===== config.mk =====
export PLATFORM = sky130hd
export DESIGN_NAME = paketleme_planlayici
export DESIGN_NICKNAME = d
export VERILOG_FILES = /design/src/rtl/paketleme_pkg.sv /design/src/rtl/paketleme_planlayici_rr_hakem.sv /design/src/rtl/paketleme_planlayici.sv
export SDC_FILE = /design/constraint.sdc
export NUM_CORES = 1
export LEC_CHECK = 0
export CAP_MARGIN = 20
export CORE_ASPECT_RATIO = 1.2
export CORE_MARGIN = 5
export CORE_UTILIZATION = 23
export CTS_CLUSTER_SIZE = 24
export DETAILED_ROUTE_END_ITERATION = 16
export PLACE_DENSITY = 0.45
export SYNTH_ARGS = -nofsm -noshare
export SYNTH_HDL_FRONTEND = slang
export SYNTH_SLANG_ARGS = --single-unit
export TNS_END_PERCENT = 5

===== constraint.sdc =====
create_clock -name saat -period 5.7 [get_ports saat]
set_input_delay 1.14 -clock saat [delete_from_list [all_inputs] [get_ports saat]]
set_output_delay 1.14 -clock saat [all_outputs]
set_load 0.05 [all_outputs]

===== src/rtl/paketleme_pkg.sv =====
// Shared types and default widths for the packaging scheduler
// and the single paketleme unit it drives.
package paketleme_pkg;

  localparam int PKT_KAPASITE_W = 10;
  localparam int PKT_MALIYET_W  = 3;

  typedef enum logic [2:0] {
    BOS,
    BASLAT,
    BEKLE,
    BITIR,
    BOSALT
  } durum_t;

endpackage


===== src/rtl/paketleme_planlayici_rr_hakem.sv =====
// Combinational round-robin picker: first set request at or
// above the pointer, wrapping around.
module rr_hakem
  import paketleme_pkg::*;
#(
  parameter int N = 4
) (
  input  logic [N-1:0]         istek,
  input  logic [$clog2(N)-1:0] isaretci,
  output logic [N-1:0]         verme,
  output logic [$clog2(N)-1:0] indeks,
  output logic                 herhangi
);

  localparam int IW = $clog2(N);

  always_comb begin : secim
    int j;
    verme    = '0;
    indeks   = '0;
    herhangi = 1'b0;
    j        = 0;
    for (int k = 0; k < N; k++) begin
      j = int'(isaretci) + k;
      if (j >= N) j = j - N;
      if (!herhangi && istek[j]) begin
        herhangi = 1'b1;
        verme[j] = 1'b1;
        indeks   = IW'(j);
      end
    end
  end

endmodule


===== src/rtl/paketleme_planlayici.sv =====
// Shares one paketleme unit between several production lines,
// round-robin, and keeps a saturating phone total per line.
module paketleme_planlayici
  import paketleme_pkg::*;
#(
  parameter int HAT_SAYISI  = 4,
  parameter int KAPASITE_W  = PKT_KAPASITE_W,
  parameter int ZAMAN_ASIMI = 2048,
  parameter int TOPLAM_W    = 16
) (
  input  logic                           saat,
  input  logic                           reset,
  input  logic [HAT_SAYISI-1:0]          hat_istek,
  input  logic [HAT_SAYISI*KAPASITE_W-1:0] hat_kapasite,
  input  logic [HAT_SAYISI-1:0]          hat_bandrol,
  input  logic [HAT_SAYISI-1:0]          hat_kontrol,
  output logic [HAT_SAYISI-1:0]          hat_onay,
  output logic                           hat_hata,
  output logic [KAPASITE_W-1:0]          sonuc_telefon,
  output logic [PKT_MALIYET_W-1:0]       sonuc_maliyet,
  output logic [HAT_SAYISI*TOPLAM_W-1:0] hat_toplam,
  output logic                           mesgul,
  output logic                           paket_basla,
  output logic [KAPASITE_W-1:0]          paket_kapasite,
  output logic                           paket_bandrol,
  output logic                           paket_kontrol,
  input  logic                           paket_bitti,
  input  logic [PKT_MALIYET_W-1:0]       paket_maliyet,
  input  logic [KAPASITE_W-1:0]          paket_telefon
);

  localparam int IW = $clog2(HAT_SAYISI);
  localparam int SW = $clog2(ZAMAN_ASIMI);

  durum_t          durum, durum_d;
  logic [IW-1:0]   isaretci, isaretci_d;
  logic [IW-1:0]   verme_idx, verme_d;
  logic [SW-1:0]   sayac, sayac_d;

  logic                           basla_d;
  logic [KAPASITE_W-1:0]          kap_d;
  logic                           band_d;
  logic                           kont_d;
  logic [HAT_SAYISI-1:0]          onay_d;
  logic                           hata_d;
  logic [KAPASITE_W-1:0]          tel_d;
  logic [PKT_MALIYET_W-1:0]       mal_d;
  logic [HAT_SAYISI*TOPLAM_W-1:0] toplam_d;
  logic                           mesgul_d;

  logic [HAT_SAYISI-1:0] hakem_verme;
  logic [IW-1:0]         hakem_idx;
  logic                  hakem_var;

  logic [TOPLAM_W:0] ek;
  logic [TOPLAM_W:0] top_toplam;

  rr_hakem #(
    .N(HAT_SAYISI)
  ) u_hakem (
    .istek    (hat_istek),
    .isaretci (isaretci),
    .verme    (hakem_verme),
    .indeks   (hakem_idx),
    .herhangi (hakem_var)
  );

  always_comb begin
    durum_d    = durum;
    isaretci_d = isaretci;
    verme_d    = verme_idx;
    sayac_d    = sayac;
    basla_d    = paket_basla;
    kap_d      = paket_kapasite;
    band_d     = paket_bandrol;
    kont_d     = paket_kontrol;
    onay_d     = '0;
    hata_d     = hat_hata;
    tel_d      = sonuc_telefon;
    mal_d      = sonuc_maliyet;
    toplam_d   = hat_toplam;

    ek = '0;
    ek[KAPASITE_W-1:0] = sonuc_telefon;
    top_toplam = {1'b0, hat_toplam[verme_idx*TOPLAM_W +: TOPLAM_W]} + ek;

    unique case (durum)
      BOS: begin
        if (hakem_var) begin
          durum_d = BASLAT;
          verme_d = hakem_idx;
          kap_d   = hat_kapasite[hakem_idx*KAPASITE_W +: KAPASITE_W];
          band_d  = hat_bandrol[hakem_idx];
          kont_d  = hat_kontrol[hakem_idx];
          basla_d = 1'b1;
        end
      end
      BASLAT: begin
        sayac_d = '0;
        durum_d = BEKLE;
      end
      BEKLE: begin
        if (paket_bitti) begin
          tel_d             = paket_telefon;
          mal_d             = paket_maliyet;
          hata_d            = 1'b0;
          basla_d           = 1'b0;
          onay_d[verme_idx] = 1'b1;
          durum_d           = BITIR;
        end else if (sayac == SW'(ZAMAN_ASIMI - 1)) begin
          tel_d             = '0;
          mal_d             = '0;
          hata_d            = 1'b1;
          basla_d           = 1'b0;
          onay_d[verme_idx] = 1'b1;
          durum_d           = BITIR;
        end else begin
          sayac_d = sayac + SW'(1);
        end
      end
      BITIR: begin
        // Total clamps instead of wrapping so a busy line never reads low.
        if (!hat_hata) begin
          toplam_d[verme_idx*TOPLAM_W +: TOPLAM_W] =
            top_toplam[TOPLAM_W] ? '1 : top_toplam[TOPLAM_W-1:0];
        end
        isaretci_d = (verme_idx == IW'(HAT_SAYISI - 1)) ?
                     '0 : verme_idx + IW'(1);
        durum_d = BOSALT;
      end
      BOSALT: begin
        if (!paket_bitti) durum_d = BOS;
      end
      default: durum_d = BOS;
    endcase

    mesgul_d = (durum_d != BOS);
  end

  always_ff @(posedge saat or negedge reset) begin
    if (!reset) begin
      durum          <= BOS;
      isaretci       <= '0;
      verme_idx      <= '0;
      sayac          <= '0;
      paket_basla    <= 1'b0;
      paket_kapasite <= '0;
      paket_bandrol  <= 1'b0;
      paket_kontrol  <= 1'b0;
      hat_onay       <= '0;
      hat_hata       <= 1'b0;
      sonuc_telefon  <= '0;
      sonuc_maliyet  <= '0;
      hat_toplam     <= '0;
      mesgul         <= 1'b0;
    end else begin
      durum          <= durum_d;
      isaretci       <= isaretci_d;
      verme_idx      <= verme_d;
      sayac          <= sayac_d;
      paket_basla    <= basla_d;
      paket_kapasite <= kap_d;
      paket_bandrol  <= band_d;
      paket_kontrol  <= kont_d;
      hat_onay       <= onay_d;
      hat_hata       <= hata_d;
      sonuc_telefon  <= tel_d;
      sonuc_maliyet  <= mal_d;
      hat_toplam     <= toplam_d;
      mesgul         <= mesgul_d;
    end
  end

endmodule


==> flow_summary.toml, run 1 <==
[run_status]
outcome = "completed"

[place]
hpwl_um = 15100
routabilityCongestion = 0.814
portBuffers = 163
dpl.cell_count = 1030

[worst_setup_path]
required_ns = 5.96
path_buf_inv = 1
r2r_cells = 9
start_kind = "flip-flop"
rrSetupSlack_ns = 1.72
cp_slowest_cell = "dfrtp_1"
crit_arrival_ns = 4.24
rr_startpoint = "verme_idx[0]"
crit_chain = "buf_4 > mux4_2 > ha_1 > a21o_1 > a221o_1 > a21oi_2 > nor2_2 > a21oi_1 > o21ai_0"
crit_fanout = 18
reg2reg_to = "hat_toplam[55]"
crit_family = "compound AO/OA/AOI/OAI gates"
cp-end-kind = "flip-flop"
max_stage_delay_ns = 0.90
criticalPathCategory = "reg2reg"

[yosys]
synth-xor-area-share = 0.0191
synthArstFlopShare = 1.00
synth.top_cell.area_share = 0.478
yosys_register_bits = 114
syn-instance-count = 555
synth-adder-area-share = 0.0390
synth_top_family_by_area = "multiplexers"
synth.area.mux_share = 0.161
synth_area_leaders = "dfrtp_1, mux2i_1, nand2_1"
synth_area_leader_cell = "dfrtp_1"
ys_seq_area_frac = 0.478
synth-main-ff-cell = "dfrtp_1"
synth_compound_area_frac = 0.140
netlist_area_um2 = 5960
synth_edf_count = 0
syn_nets = 641
synth.distinct_cells = 61
syn_avg_cell_area_um2 = 10.7
yosys.area_share.simple = 0.136
yosys_warnings = 0

[power]
leakage_uw = 0.00366
power.density_nw_per_um2 = 530
power_uw = 4540
vdd_drop_max_uv = 143

[clock_network]
cts_num_sinks = 114
htree_levels = 4
postCtsSetupBuffers = 0
ctsHoldBuffers = 0
cts_tree = "built"
numCtsBuffers = 17
clk_pin_slew_ns = 0.06
worstSkewPairLatency_ns = 0.41
clockBufferDepth = 2
cts_root_buf = "clkbuf_16"
postCtsResizedCells = 0

[detailed_routing]
dr_total_vias = 5060
avgViaCountPerCell = 4.76
drc = 0
drt_wl_total_um = 20600
wl_per_cell_um = 19.3
drt_iter0_markers = 346
dr.pass1.iters = 4
ant_nets = 0

[hold_path]
min_to = "paket_basla"
whs_path_depth = 1
holdCritStartpoint = "paket_basla"
hold_path.class = "reg2reg"

[sta]
final.period_utilization = 0.698
final_hold_viol_count = 0
setup_viol = 0
tns_ns = 0
maxSlewViolCount = 0
fin_crit_ns = 3.98
slew_headroom = 0.330
worst_pin_slew_ns = 1.00
timing.fmax_ghz = 0.251
fin_skew_ns = 0.0112
rsz0062_at_grt = "false"

[global_route]
grt.total_usage = 0.142
antenna_found_initial = 0
grt-ovfl-total = 0
grt_pass1_vias = 5498
grt_max_degree = 75
grt_first_pass_wirelength_um = 31700

[final_layout]
nets = 807
antenna_cells = 0
n_fill_cell = 2528
final_layout_size_suffix_gt1_frac = 0.116
area_growth_pct = 43.7
finalNonFillerCells = 1063

[floorplanning]
io_pins = 164
initial_core_util = 0.233
die_w_um = 157
dieArea_um2 = 29300
num_rows = 64
coreArea_um2 = 25500
die_h_um = 186

[flow_run]
cap_violations = 0
-- metrics by stage --
stage,setup WS (ns),utilization,instance area [um^2],hold slack (ns)
3_3_place_gp,1.75,0.311,7950,0.475
6_report,1.72,0.335,8570,0.490
4_1_cts,1.65,0.334,8520,0.497
3_5_place_dp,1.67,0.311,7950,0.483
5_1_grt,1.43,0.335,8570,0.520
2_1_floorplan,2.37,-,5960,0.455
-- sequential cells by signal, summed over array words and instances (netlist names), 2 cells and up --
| name | flops |
|---|---|
| hat_toplam | 64 |
| sayac | 11 |
| paket_kapasite | 10 |
| sonuc_telefon | 10 |
| hat_onay | 4 |
| durum | 3 |
| sonuc_maliyet | 3 |
| isaretci | 2 |
| verme_idx | 2 |
-- final cells by class --
type | instances | area [um^2] | area share
multi-input cells | 405 | 2960 | 0.346
flip-flops and latches | 114 | 2850 | 0.333
repair buffers | 171 | 1720 | 0.200
clock buffers | 19 | 443 | 0.0517
well taps | 330 | 413 | 0.0482
clock inverters | 12 | 135 | 0.0158
inverters | 12 | 45.0 | 0.00526
-- report_power, final --
group	total (uW)	leakage [uW]	internal, uW	switching (uW)
Combinational	2210	0.00187	845	1360
Sequential	1290	0.00152	1020	267
Clock	1040	0.000271	653	388
-- cells by family (layout without fill, tap and decap cells) --
family / Yosys count / in the layout
compound gates: 130 / 130
simple gates: 171 / 171
xor+xnor: 13 / 13
flops: 114 / 114
mux: 73 / 73
buf+inv: 36 / 214
fa+ha+maj: 18 / 18
-- worst max-delay path by stage --
stage | from | end | slack [ns] | cells past startpoint
after floorplan | verme_idx[0] | hat_toplam[12] | 2.37 | 10
after global placement | verme_idx[0] | hat_toplam[7] | 1.75 | 9
after detailed placement | verme_idx[0] | hat_toplam[23] | 1.67 | 9
after CTS | verme_idx[0] | hat_toplam[55] | 1.65 | 9
after global routing | verme_idx[0] | hat_toplam[55] | 1.43 | 9
final | verme_idx[0] | hat_toplam[55] | 1.72 | 9
-- placed cells by master (no fill, tap or decap), types with 3 or more instances in the layout --
cell	synthesis	layout
and3_1	3	3
nand4_1	3	3
dfrtp_1	114	114
and4_1	3	3
o311ai_0	3	3
mux4_2	14	14
buf_4	1	7
clkinvlp_4	0	4
inv_1	12	12
clkinv_4	0	3
clkdlybuf4s50_1	0	162
nor2_2	7	7
a21o_1	6	6
o21ai_0	56	55
a21oi_1	17	17
o22ai_1	4	4
mux2_2	13	13
ha_1	17	17
nor2_1	28	28
or3_1	7	7
mux2i_1	43	43
nand2_1	87	87
clkbuf_16	0	17
o21ai_1	4	5
and2_1	6	6
xnor2_1	6	6
nor2b_1	4	4
nand3_1	6	6
xor2_1	7	7
nor3_1	3	3
a22o_1	21	21
-- cell usage after synthesis, drive strengths merged, types with 3 or more instances --
master and number:
a22o 21, nand2 89, or3 7, o311ai 4
a21o 6, and2 6, ha 17, nand3 6
nor4 3, mux4 16, clkbuf 13, mux2 14
nor2 35, nor3 3, a21oi 18, o21ai 61
inv 12, dfrtp 114, o22ai 5, nand4 3
nor2b 4, xnor2 6, and4 4, xor2 7
mux2i 43, buf 11, and3 3
-- metal layers --
layer	share of wire	global-route usage
met4	0.018	0.0624
met1	0.40	0.167
met5	0	0
met2	0.53	0.250
met3	0.048	0.0257
Power figures use the tool's default switching activity.
==> run 2: changes to the inputs <==
Clock period 5.7 ns to 3.8 ns, I/O delays scaled along.
==> run 2 against run 1 <==
Non-clock buffer count increased by 7; maximum frequency increased by 24%; cell count increased by 0.75%; first-iteration DRC count decreased by 25%; largest power group unchanged; critical path depth increased by 1; core utilization increased by 0.57 points; register-to-register slack got worse by 1.1 ns.
==> flow_summary.toml, run 2 (synthesis gave the netlist of run 1 again) <==
[run_status]
outcome = "completed"

[worst_setup_path]
max_stage_delay_ns = 0.52
crit_fanout = 8
start_kind = "flip-flop"
required_ns = 4.06
cp_common_cell = "buf_4"
reg2reg_to = "hat_toplam[61]"
crit_chain = "buf_4 > mux4_2 > ha_1 > a21o_1 > a221o_1 > a21oi_2 > buf_4 > nor2b_1 > o22ai_1 > o21ai_0"
rrSetupSlack_ns = 0.59
crit_arrival_ns = 3.47
cp_slowest_cell = "mux4_2"
criticalPathCategory = "reg2reg"
cp-end-kind = "flip-flop"
path_buf_inv = 2
rr_startpoint = "verme_idx[0]"
crit_family = "compound AO/OA/AOI/OAI gates"
r2r_cells = 10

[floorplanning]
num_rows = 64
io_pins = 164
die_w_um = 157
coreArea_um2 = 25500
die_h_um = 186
dieArea_um2 = 29300
initial_core_util = 0.233

[sta]
tns_ns = 0
final.period_utilization = 0.845
fin_crit_ns = 3.21
final_hold_viol_count = 0
fin_skew_ns = 0.0109
slew_headroom = 0.473
worst_pin_slew_ns = 0.791
maxSlewViolCount = 0
rsz0062_at_grt = "false"
timing.fmax_ghz = 0.311
setup_viol = 0
timing.hold.ws_ns = 0.384
setup_slack_ns = 0.588

[final_layout]
layout_commonest_cell = "clkdlybuf4s50_1"
nets = 814
final_cell_mix = "clkdlybuf4s50_1, dfrtp_1, nand2_1"
largestRegisters = "hat_toplam: 64 flops, sayac: 11 flops"
multi_input_comb_area_um2 = 2960
regMostFlops = "hat_toplam"
final_layout_size_suffix_gt1_frac = 0.127
area_growth_pct = 46.1
antenna_cells = 0
n_fill_cell = 2547
largest_reg_flops = 64
register_area_um2 = 2850
stdcell_area_um2 = 8710

[global_route]
grt_pass1_vias = 5510
met3_usage = 0.0259
grt_busiest_layer = "met2"
grt.total_usage = 0.142
grt_first_pass_wirelength_um = 32000
grt_max_degree = 115
grt-ovfl-total = 0
antenna_found_initial = 0
met1_usage = 0.167
grt_util_met2 = 0.249

[detailed_routing]
ant_nets = 0
wl_per_cell_um = 19.3
drt_wl_total_um = 20600
drc = 0
dr_total_vias = 5111
avgViaCountPerCell = 4.77
dr.pass1.iters = 5
drt_iter0_markers = 258

[power]
leakage_uw = 0.00373
power_uw = 7120
vdd_drop_max_uv = 271
power.density_nw_per_um2 = 817

[clock_network]
cts_root_buf = "clkbuf_16"
cts_num_sinks = 114
postCtsSetupBuffers = 0
htree_levels = 4
ctsHoldBuffers = 0
cts_tree = "built"
clk_pin_slew_ns = 0.06
numCtsBuffers = 17
postCtsResizedCells = 0
worstSkewPairLatency_ns = 0.42
clockBufferDepth = 2

[place]
pre_cts_ws_ns = 0.572
dpl-instance-area_um2 = 8020
hpwl_um = 15300
portBuffers = 163
routabilityCongestion = 0.844

[hold_path]
hold_path.class = "in2async"

[flow_run]
cap_violations = 0
run 2: cell types whose count changed in the layout (fill, tap and decap cells not counted), sizes merged:
cell    delta
clkinv     -2
clkbuf     -2
buf        +7
inv        +1
bufinv     +4
run 2: metrics by stage:
stage | utilization | std cells
finish | 0.341 | 1071
global route | 0.341 | 1071
CTS | 0.341 | 1070
detailed placement | 0.314 | 1038
global placement | 0.314 | 1038
floorplan | - | 555
run 2: power by group:
| group | total, uW | internal [uW] | switching (uW) |
|---|---|---|---|
| clock | 1850 | 1240 | 615 |
| combinational | 3400 | 1290 | 2110 |
| sequential | 1870 | 1540 | 334 |
run 2: how the worst max path moves through the flow:
stage                 start              to  slack, ns  cells past startpoint
3_5_place_dp   verme_idx[0]  hat_toplam[13]       0.57                     10
3_3_place_gp   verme_idx[0]  hat_toplam[61]       0.66                     10
2_1_floorplan  verme_idx[0]  hat_toplam[12]       0.47                     10
4_1_cts        verme_idx[0]  hat_toplam[13]       0.56                     10
5_1_grt        verme_idx[0]  hat_toplam[55]       0.33                      9
6_report       verme_idx[0]  hat_toplam[61]       0.59                     10
run 2: cell type report:
cell class | count | area share
Tap cell | 330 | 0.0474
Multi-Input combinational cell | 405 | 0.340
Clock inverter | 15 | 0.0294
Inverter | 12 | 0.00517
Timing Repair Buffer | 178 | 0.202
Clock buffer | 17 | 0.0488
Sequential cell | 114 | 0.327
run 2: layer usage:
layer / wire length [um] / share of wire
met1: 8220 / 0.40
met2: 10800 / 0.53
met3: 1090 / 0.053
met4: 467 / 0.023
met5: 0 / 0
